[src/rtl/barcode_overlay.sv]
// Barcode scan-line overlay: draws NUM_LINES marker rows over the binarised
// image. The scan status is latched once per frame so the marker colour is
// stable within a frame. Includes a post-detection hold timer and blinking
// markers while searching. All outputs are registered (1 clk latency).
module barcode_overlay #(
   parameter int                    NUM_LINES      = 3,
   parameter logic [10*NUM_LINES-1:0] LINE_Y       = {10'd132, 10'd102, 10'd82},
   parameter int                    LINE_THICK     = 1,
   parameter int                    X_START        = 0,
   parameter int                    X_END          = 479,
   parameter int                    HOLD_FRAMES    = 30,
   parameter int                    BLINK_PERIOD   = 16,
   parameter bit                    VS_ACTIVE_HIGH = 1'b1,
   parameter logic [23:0]           COLOR_OK       = 24'h00ff00,
   parameter logic [23:0]           COLOR_FAIL     = 24'hff0000,
   parameter logic [23:0]           COLOR_FG       = 24'h000000,
   parameter logic [23:0]           COLOR_BG       = 24'hffffff
) (
   input  logic                 clk,
   input  logic                 rst_n,
   input  logic [9:0]           x_in,
   input  logic [9:0]           y_in,
   input  logic                 scan_en,
   input  logic                 in_hs,
   input  logic                 in_vs,
   input  logic                 in_de,
   input  logic                 in_data,
   input  logic [NUM_LINES-1:0] line_mask,
   output logic                 out_hs,
   output logic                 out_vs,
   output logic                 out_de,
   output logic [23:0]          out_data,
   output logic                 scan_ok
);

   typedef enum logic {SEARCH = 1'b0, LOCKED = 1'b1} state_t;

   localparam logic [7:0]  HOLD_INIT  = 8'(HOLD_FRAMES - 1);
   localparam bit          BLINK_EN   = (BLINK_PERIOD != 0);
   localparam logic [7:0]  BLINK_LAST = 8'(BLINK_PERIOD - 1);
   localparam logic [7:0]  BLINK_HALF = 8'(BLINK_PERIOD / 2);
   localparam logic [10:0] X_LO       = 11'(X_START);
   localparam logic [10:0] X_HI_EXCL  = 11'(X_END) + 11'd1;

   state_t      state_reg, state_next;
   logic [7:0]  hold_reg, hold_next;
   logic [7:0]  blink_reg, blink_next;
   logic        seen_reg;
   logic        vs_d_reg;
   logic        primed_reg;   // low only on the first cycle after reset
   logic        fs;
   logic        any_scan;
   logic        blink_on;
   logic        x_in_range;
   logic        hit;
   logic [NUM_LINES-1:0] line_hit;
   logic [23:0] pix_next;

   // Frame start: edge into the active vsync level, suppressed right after reset.
   assign fs = primed_reg &&
               (VS_ACTIVE_HIGH ? (in_vs && !vs_d_reg) : (!in_vs && vs_d_reg));

   // The fs cycle's scan_en still belongs to the frame that is ending.
   assign any_scan = seen_reg | scan_en;
   assign blink_on = !BLINK_EN || (blink_reg < BLINK_HALF);

   // Column window; the +1 form keeps the lower bound check valid when X_START is 0.
   assign x_in_range = (({1'b0, x_in} + 11'd1) > X_LO) && ({1'b0, x_in} < X_HI_EXCL);

   // One comparator pair per marker line; 11-bit upper bound avoids wrap at row 1023.
   for (genvar gi = 0; gi < NUM_LINES; gi++) begin : g_line
      localparam logic [10:0] Y_LO      = {1'b0, LINE_Y[10*gi +: 10]};
      localparam logic [10:0] Y_HI_EXCL = Y_LO + 11'(LINE_THICK);
      assign line_hit[gi] = line_mask[gi] && x_in_range &&
                            (({1'b0, y_in} + 11'd1) > Y_LO) &&
                            ({1'b0, y_in} < Y_HI_EXCL);
   end

   assign hit = |line_hit;

   // Lock/hold/blink next-state, evaluated only on a frame start.
   always_comb begin
      state_next = state_reg;
      hold_next  = hold_reg;
      blink_next = blink_reg;
      if (fs) begin
         if (BLINK_EN)
            blink_next = (blink_reg == BLINK_LAST) ? 8'd0 : blink_reg + 8'd1;
         case (state_reg)
            SEARCH: begin
               if (any_scan) begin
                  state_next = LOCKED;
                  hold_next  = HOLD_INIT;
               end
            end
            LOCKED: begin
               if (any_scan) begin
                  hold_next = HOLD_INIT;
               end else if (hold_reg == 8'd0) begin
                  state_next = SEARCH;
                  blink_next = 8'd0;
               end else begin
                  hold_next = hold_reg - 8'd1;
               end
            end
         endcase
      end
   end

   // Output pixel: marker colour over hit rows, otherwise the binarised image.
   always_comb begin
      pix_next = 24'h000000;
      if (in_de) begin
         if (hit && (state_reg == LOCKED || blink_on))
            pix_next = (state_reg == LOCKED) ? COLOR_OK : COLOR_FAIL;
         else
            pix_next = in_data ? COLOR_FG : COLOR_BG;
      end
   end

   // State, frame bookkeeping and all registered outputs.
   always_ff @(posedge clk) begin
      if (!rst_n) begin
         state_reg  <= SEARCH;
         hold_reg   <= 8'd0;
         blink_reg  <= 8'd0;
         seen_reg   <= 1'b0;
         vs_d_reg   <= 1'b0;
         primed_reg <= 1'b0;
         out_hs     <= 1'b0;
         out_vs     <= 1'b0;
         out_de     <= 1'b0;
         out_data   <= 24'h000000;
         scan_ok    <= 1'b0;
      end else begin
         state_reg  <= state_next;
         hold_reg   <= hold_next;
         blink_reg  <= blink_next;
         seen_reg   <= fs ? 1'b0 : (seen_reg | scan_en);
         vs_d_reg   <= in_vs;
         primed_reg <= 1'b1;
         out_hs     <= in_hs;
         out_vs     <= in_vs;
         out_de     <= in_de;
         out_data   <= pix_next;
         scan_ok    <= (state_next == LOCKED);
      end
   end

endmodule

[config.mk]
export PLATFORM = sky130hd
export DESIGN_NAME = barcode_overlay
export DESIGN_NICKNAME = d
export VERILOG_FILES = /design/src/rtl/barcode_overlay.sv
export SDC_FILE = /design/constraint.sdc
export NUM_CORES = 1
export LEC_CHECK = 0
export ABC_AREA = 0
export ABC_CLOCK_PERIOD_IN_PS = 1900
export CORE_MARGIN = 2
export CORE_UTILIZATION = 43
export CTS_BUF_LIST = sky130_fd_sc_hd__clkbuf_4 sky130_fd_sc_hd__clkbuf_8
export CTS_CLUSTER_DIAMETER = 60
export CTS_CLUSTER_SIZE = 10
export DETAILED_ROUTE_END_ITERATION = 6
export PLACE_DENSITY = 0.78
export SYNTH_ARGS = -nofsm -noshare
export SYNTH_HDL_FRONTEND = slang
export SYNTH_SLANG_ARGS = --single-unit
[constraint.sdc]
create_clock -name clk -period 1.9 [get_ports clk]
set_input_delay 0.38 -clock clk [delete_from_list [all_inputs] [get_ports clk]]
set_output_delay 0.38 -clock clk [all_outputs]
set_load 0.01 [all_outputs]
==> summary.txt, run 1 <==
Status
  • Outcome: completed

Finish
  • Area growth, synth to finish: 42.12%
  • Leading cell types in the layout, fill and taps excluded: sky130_fd_sc_hd__clkdlybuf4s50_1, sky130_fd_sc_hd__buf_4, sky130_fd_sc_hd__dfxtp_1
  • Sequential standard cell area: 500.5 um2
  • Most common library cell in the layout ignoring fill and taps: sky130_fd_sc_hd__clkdlybuf4s50_1
  • Fillcell total: 350
  • ANT cells: 0
  • Fin util: 63.36%
  • Multi-input logic area: 0.001149 mm2
  • Final Non-Filler Cells: 326
  • Ratio of cells with drive above 1 in the final layout: 26.09%
  • Net total in the final layout: 312
  • Area of all placed cells without fillers: 0.002516 mm2

Power and ir drop
  • Clock power frac: 24.6%
  • Cell Int Power: 0.0009117 W
  • Ratio of total power to cell area: 512.5 mW/mm2
  • Sw frac: 29.30%
  • Power Total: 0.001290 W
  • Part of the power in combinational logic: 30.9%
  • Power dissipated by switching net loads: 0.0003779 W
  • Leakage power: 0.9715 nW
  • Worst VDD drop: 0.6197 mV
  • Sequential power share: 44.5%

Yosys
  • Yosys warnings: 0
  • Synth Area in Compound Gates: 17.31%
  • Area of the mapped netlist: 0.001770 mm2
  • Post-synthesis share of cell area spent on full adders, half adders and majority gates: 3.534%
  • Syn avg cell area: 8.197 um2
  • Portion of the post-synthesis area used by sequential elements: 28.27%
  • Proportion of register bits with asynchronous set or reset after synthesis: 0%
  • Number of distinct library cells after synthesis: 58
  • Syn nets: 251
  • Post-synthesis sequential element count: 25
  • XOR/XNOR share of the synthesized area: 6.431%
  • EDFF count, synth: 0
  • Dominant synthesized flop cell: sky130_fd_sc_hd__dfxtp_1
  • Syn Inst Count: 216
  • Area share of and/or/nand/nor cells after synthesis: 30.46%
  • Dominant combinational cell family by area after synthesis: simple AND/OR/NAND/NOR gates
  • Share of synthesized area spent on multiplexers: 0.5654%

Timing
  • Least-Margin Pin Slew: 0.3392 ns
  • Clock period minus worst slack: 1.854 ns
  • Worst slew margin: 77.18%
  • Total negative setup slack: 0 ns
  • Final number of setup-violating endpoints: 0
  • Post-route clock skew: 0.006386 ns
  • Highest attainable clock frequency: 539.4 MHz
  • Number of pins exceeding their max-slew limit in the final report: 0
  • Share of the cycle needed by the critical path after routing: 97.57%
  • Final count of hold timing violations: 0

Worst hold path
  • Hold Path Origin: blink_reg[1]$_SDFFE_PN0P_
  • Number of instances on the worst hold path: 2
  • Min-Delay Path Class: register to register
  • Hold path endpoint: blink_reg[1]$_SDFFE_PN0P_

Floorplanning
  • Die area: 0.004646 mm2
  • Initial cell density of the core: 44.58%
  • Die extent in y: 68.17 um
  • Number of standard-cell rows in the floorplan: 23
  • Width of the die: 68.17 um
  • Core ar.: 0.003971 mm2
  • Boundary Pins: 58

Drt
  • Number of iterations in the first detailed-routing pass: 4
  • Total DRC errors in the routed layout: 0
  • Final wirelength: 4531 um
  • Average vias per placed instance: 5.371
  • Number of nets still failing antenna checks after routing: 0
  • Routed wire per std cell: 13.90 um
  • Number of DRC markers after the initial detailed-route iteration: 106
  • Via count: 1751

Clock network
  • Number of buffers created by CTS: 3
  • Sink Count: 25
  • Clock transition at the register clock pins on the worst setup and hold paths after CTS: 0.09 ns
  • H-tree lvl count: 1
  • Number of buffers on the longest clock path: 2
  • Total setup buffers inserted after CTS: 0
  • Clock tree from TritonCTS: yes
  • Skew-Pair Late Insertion Delay: 0.27 ns
  • Clock root buffer master: sky130_fd_sc_hd__clkbuf_8

Critical path
  • Arrival time of data at the critical path endpoint: 2.01 ns
  • Maximum fanout encountered on the critical timing path: 4
  • Worst reg2reg setup slack: 0.11 ns
  • Endpoint of the most critical register-to-register path: hold_reg[4]$_SDFFE_PN0P_
  • Critical-path cell list: clkdlybuf4s50_1, nor4b_1, a21oi_1, o2bb2ai_2, or4b_4, nand4_1, nand3b_1
  • Peak per-stage delay on the critical path: 0.51 ns
  • R2r worst-path depth: 7
  • Beginning of the worst register-to-register path: hold_reg[0]$_SDFFE_PN0P_
  • Data required, critical path: 2.06 ns
  • Worst-path cell with the longest stage delay: sky130_fd_sc_hd__or4b_4
  • CP endpoint kind: register
  • Type of origin of the critical path: primary input
  • Crit path kind: primary input to register

Flow run
  • Number of max-cap violations: 0

Placed design
  • Detailed placer's ending HPWL: 3423 um
  • Weighted congestion at the end of routability-driven global placement: 0.9923
  • Input/output buffers: 52
  • Instance count after placement with tap cells included: 322
  • Cell area reported after detailed placement: 0.002400 mm2

Global routing
  • Overflow left after global routing: 0
  • Wire length of the first global-routing pass: 6955 um
  • Initial antenna violation count: 0
  • Pin count of the biggest net entering global routing: 15
  • Global-route usage over all layers: 19.62%
  • Vias in the first global route: 1631
-- layer usage --
layer | vias to the layer above | GRT usage (%) | wire length, um
li1 | 880 | - | -
met1 | 809 | 23.15 | 1983
met2 | 60 | 34.95 | 2232
met3 | 2 | 5.263 | 296
met4 | 0 | 5.000 | 19
met5 | - | 0 | 0
-- worst max-delay path by stage --
stage	startpoint	to	slack, ns	depth (start not counted)
floorplan	y_in[0]	out_data[7]$_SDFF_PP0_	0.003	8
global placement	y_in[0]	out_data[7]$_SDFF_PP0_	-0.64	8
detailed placement	y_in[0]	out_data[7]$_SDFF_PP0_	-0.66	8
CTS	x_in[5]	out_data[7]$_SDFF_PP0_	0.001	7
global route	hold_reg[0]$_SDFFE_PN0P_	hold_reg[4]$_SDFFE_PN0P_	-0.04	7
finish	y_in[7]	out_data[22]$_SDFF_PN0_	0.05	7
-- power groups by stage --
| stage | clock (W) | sequential, W | combinational (W) |
|---|---|---|---|
| after global placement | 0 | 0.000584 | 0.000374 |
| after floorplan | 0 | 0.000585 | 0.000201 |
| after global routing | 0.000348 | 0.000579 | 0.000431 |
| after detailed placement | 0 | 0.000586 | 0.000379 |
| after CTS | 0.000323 | 0.000573 | 0.000383 |
| final | 0.000318 | 0.000574 | 0.000398 |
-- through the flow --
step	hold slack, ns	setup WS [ns]
final	0.5074	0.04612
after global routing	0.5549	-0.04024
after CTS	0.5127	0.001170
after detailed placement	0.4996	-0.6643
after global placement	0.4887	-0.6363
after floorplan	0.4077	0.002716
-- critical path, delay by kind of cell --
family / cells / cell delay [ns]
AOI/OAI and AO/OA: 2 / 0.26
buffers and inverters: 1 / 0.46
and+or+nand+nor: 4 / 0.90
-- kinds of logic (layout without fill, tap and decap cells) --
group / after synthesis / after routing
xor+xnor: 13 / 13
fa+ha+maj: 5 / 5
buf+inv: 37 / 97
flops: 25 / 25
compound gates: 40 / 40
mux: 1 / 1
simple gates: 95 / 95
-- cell usage after synthesis (2+ instances only) --
cell type                  instances  share of area (%)
sky130_fd_sc_hd__a21boi_0          4                1.7
sky130_fd_sc_hd__a21oi_1           6                1.7
sky130_fd_sc_hd__a31oi_1           3                1.1
sky130_fd_sc_hd__and2_1            6                2.1
sky130_fd_sc_hd__and3_1            2               0.71
sky130_fd_sc_hd__and3_4            2                1.3
sky130_fd_sc_hd__buf_4            24                 10
sky130_fd_sc_hd__clkbuf_1          4               0.85
sky130_fd_sc_hd__dfxtp_1          25                 28
sky130_fd_sc_hd__ha_1              5                3.5
sky130_fd_sc_hd__inv_1             7                1.5
sky130_fd_sc_hd__nand2_1          17                3.6
sky130_fd_sc_hd__nand2b_1          3                1.1
sky130_fd_sc_hd__nand3_1          12                3.4
sky130_fd_sc_hd__nand3b_1          2               0.85
sky130_fd_sc_hd__nand4_1           3                1.1
sky130_fd_sc_hd__nor2_1           19                4.0
sky130_fd_sc_hd__nor3_1            3               0.85
sky130_fd_sc_hd__nor4_1            8                2.8
sky130_fd_sc_hd__nor4b_1           3                1.5
sky130_fd_sc_hd__o21a_1            2               0.85
sky130_fd_sc_hd__o21ai_0           5                1.4
sky130_fd_sc_hd__o32a_1            2                1.1
sky130_fd_sc_hd__or2_2             2               0.71
sky130_fd_sc_hd__or3_1             3                1.1
sky130_fd_sc_hd__xnor2_1           7                3.5
sky130_fd_sc_hd__xor2_1            6                3.0
-- what timing repair did --
action / 4_1_cts / 5_1_grt
hold buffers: 0 / 0
pin swaps: 7 / 11
resized for setup: 31 / 18
setup endpoints to repair: 3 / 10
hold endpoints to repair: 0 / 0
-- cell type report --
cell class,instances,share of cell area (%)
multi-input combinational,154,45.65
clock inverter,1,0.1989
tap,50,2.486
timing repair buffer,86,29.09
clock buffer,3,1.641
sequential,25,19.89
inverter,7,1.044
Power figures use the tool's default switching activity.
==> run 2, diff against run 1 <==
==> constraint.sdc (replaced) <==
create_clock -name clk -period 1.9 [get_ports clk]
set_input_delay 0.19 -clock clk [delete_from_list [all_inputs] [get_ports clk]]
set_output_delay 0.19 -clock clk [all_outputs]
set_load 0.01 [all_outputs]
==> summary.txt, run 2 (synthesis results as in run 1) <==
Finish
  • ANT cells: 0 (unchanged)
  • Leading cell types in the layout, fill and taps excluded: sky130_fd_sc_hd__clkdlybuf4s50_1, sky130_fd_sc_hd__buf_4, sky130_fd_sc_hd__dfxtp_1 (unchanged)
  • Fin util: 63.33% (was 63.36%)
  • Net total in the final layout: 311 (was 312)
  • Area of all placed cells without fillers: 0.002515 mm2 (was 0.002516 mm2)
  • Ratio of cells with drive above 1 in the final layout: 19.27% (was 26.09%)
  • Area growth, synth to finish: 42.05% (was 42.12%)
  • Most common library cell in the layout ignoring fill and taps: sky130_fd_sc_hd__clkdlybuf4s50_1 (unchanged)

Drt
  • Number of nets still failing antenna checks after routing: 0 (unchanged)
  • Met1 WL: 1853 um (was 1983 um)
  • Total DRC errors in the routed layout: 0 (unchanged)
  • Met2 WL post-DR: 2188 um (was 2232 um)
  • Final wirelength: 4388 um (was 4531 um)
  • Number of iterations in the first detailed-routing pass: 4 (unchanged)
  • Number of DRC markers after the initial detailed-route iteration: 55 (was 106)
  • Routed wire per std cell: 13.50 um (was 13.90 um)
  • Top Layer Used: met4 (unchanged)
  • Average vias per placed instance: 5.495 (was 5.371)
  • Via count: 1786 (was 1751)
  • Routed wire length on met3: 271 um (was 296 um)

Critical path
  • Arrival time of data at the critical path endpoint: 1.95 ns (was 2.01 ns)
  • Data required, critical path: 2.07 ns (was 2.06 ns)
  • Buffering stage count on the worst path with inverters included: 2 (was 1)
  • Critical-path cell list: inv_1, ha_1, a41oi_2, o21ai_1, buf_4, nor4_1, xnor2_1, nor2_1 (was clkdlybuf4s50_1, nor4b_1, a21oi_1, o2bb2ai_2, or4b_4, nand4_1, nand3b_1)
  • Worst-path cell with the longest stage delay: sky130_fd_sc_hd__dfxtp_1 (was sky130_fd_sc_hd__or4b_4)
  • Peak per-stage delay on the critical path: 0.44 ns (was 0.51 ns)
  • Maximum fanout encountered on the critical timing path: 6 (was 4)
  • Crit path kind: register to register (was primary input to register)
  • CP endpoint kind: register (unchanged)
  • Beginning of the worst register-to-register path: hold_reg[0]$_SDFFE_PN0P_ (unchanged)
  • Top delay family on crit path: flip-flops (was simple AND/OR/NAND/NOR gates)
  • Type of origin of the critical path: register (was primary input)
  • Crit path from: hold_reg[0]$_SDFFE_PN0P_ (was y_in[7])

Timing
  • Highest attainable clock frequency: 562.8 MHz (was 539.4 MHz)
  • Post-route clock skew: 0.008802 ns (was 0.006386 ns)
  • Least-Margin Pin Slew: 0.3867 ns (was 0.3392 ns)
  • Setup repair after global routing missed its margin: true
  • Final number of setup-violating endpoints: 0 (unchanged)
  • Worst slew margin: 73.86% (was 77.18%)
  • Final count of hold timing violations: 0 (unchanged)
  • Number of pins exceeding their max-slew limit in the final report: 0 (unchanged)
  • Share of the cycle needed by the critical path after routing: 93.52% (was 97.57%)
  • Clock period minus worst slack: 1.777 ns (was 1.854 ns)

Clock network
  • Total setup buffers inserted after CTS: 0 (unchanged)
  • Number of buffers created by CTS: 3 (unchanged)
  • Sink Count: 25 (unchanged)
  • H-tree lvl count: 1 (unchanged)
  • Clock root buffer master: sky130_fd_sc_hd__clkbuf_8 (unchanged)
  • Skew-Pair Late Insertion Delay: 0.27 ns (about the same)
  • Number of buffers on the longest clock path: 2 (unchanged)
  • Hold buffers post-CTS: 0 (unchanged)
  • Clock tree from TritonCTS: yes (unchanged)
  • Clock transition at the register clock pins on the worst setup and hold paths after CTS: 0.09 ns (about the same)

Flow run
  • Number of max-cap violations: 0 (unchanged)

Power and ir drop
  • Worst VDD drop: 0.4737 mV (was 0.6197 mV)
  • Ratio of total power to cell area: 508.9 mW/mm2 (was 512.5 mW/mm2)
  • Leakage power: 1.005 nW (was 0.9715 nW)
  • Power Total: 0.001280 W (was 0.001290 W)

Floorplanning
  • Width of the die: 68.17 um (unchanged)
  • Boundary Pins: 58 (unchanged)
  • Number of standard-cell rows in the floorplan: 23 (unchanged)
  • Core ar.: 0.003971 mm2 (unchanged)
  • Initial cell density of the core: 44.58% (unchanged)
  • Die extent in y: 68.17 um (unchanged)
  • Die area: 0.004646 mm2 (unchanged)

Placed design
  • Cell area reported after detailed placement: 0.002402 mm2 (was 0.002400 mm2)
  • Input/output buffers: 52 (unchanged)
  • Weighted congestion at the end of routability-driven global placement: 0.8881 (was 0.9923)
  • Detailed placer's ending HPWL: 3359 um (was 3423 um)

Global routing
  • Pin count of the biggest net entering global routing: 16 (was 15)
  • Overflow left after global routing: 0 (unchanged)
  • Wire length of the first global-routing pass: 6699 um (was 6955 um)
  • Initial antenna violation count: 0 (unchanged)
  • Vias in the first global route: 1627 (was 1631)
  • Global-route usage over all layers: 18.58% (was 19.62%)

Worst hold path
  • Hold Path Origin: in_hs (was blink_reg[1]$_SDFFE_PN0P_)
  • Min-Delay Path Class: primary input to register (was register to register)

Status
  • Outcome: completed (unchanged)
[run 2: what timing repair did]
item | in CTS | in global routing
gates resized for setup | 6 | 14
pin swaps | 3 | 4
endpoints found under the setup margin | 3 | 8
[run 2: metrics by stage]
step                      cells  hold WS, ns   TNS (ns)  setup WS (ns)
after floorplan             216       0.2177          0         0.1287
after global placement      321       0.4943     -1.533        -0.5374
after detailed placement    321       0.4980     -1.807        -0.6053
after CTS                   325       0.4962          0       0.004255
after global routing        325       0.5028  -0.001400      -0.001400
final                       325       0.4919          0         0.1232
[run 2: layout make-up]
type / instances / area, um2
clock inverters: 1 / 7.507
flip-flops and latches: 25 / 500.5
multi-input cells: 154 / 1089
repair buffers: 85 / 788.3
inverters: 7 / 26.28
well taps: 50 / 62.56
clock buffers: 3 / 41.29
fillers: 336 / 1456
[run 2: power breakdown]
part / internal (W) / switching [W]
clock: 0.000149 / 0.000171
combinational: 0.000216 / 0.000169
sequential: 0.000549 / 0.0000260
[run 2: worst register-to-register path, stage by stage, from the launching register on]
cell                      delay (ns)
sky130_fd_sc_hd__dfxtp_1        0.44
sky130_fd_sc_hd__inv_1          0.07
sky130_fd_sc_hd__ha_1           0.22
sky130_fd_sc_hd__a41oi_2        0.16
sky130_fd_sc_hd__o21ai_1        0.14
sky130_fd_sc_hd__buf_4          0.17
sky130_fd_sc_hd__nor4_1         0.27
sky130_fd_sc_hd__xnor2_1        0.17
sky130_fd_sc_hd__nor2_1         0.05
[run 2: path summary, 6_finish.rpt]
kind	end	slack (ns)	depth (start not counted)
min reg2reg	blink_reg[1]$_SDFFE_PN0P_	0.51	2
min	out_hs$_SDFF_PN0_	0.49	2
max reg2reg	hold_reg[5]$_SDFFE_PN0P_	0.12	8
max	hold_reg[5]$_SDFFE_PN0P_	0.12	8
[run 2: layer usage]
layer	vias to the layer above	GRT usage (%)
met3	9	2.138
met5	-	0
li1	874	-
met2	69	33.25
met4	0	7.750
met1	834	22.31
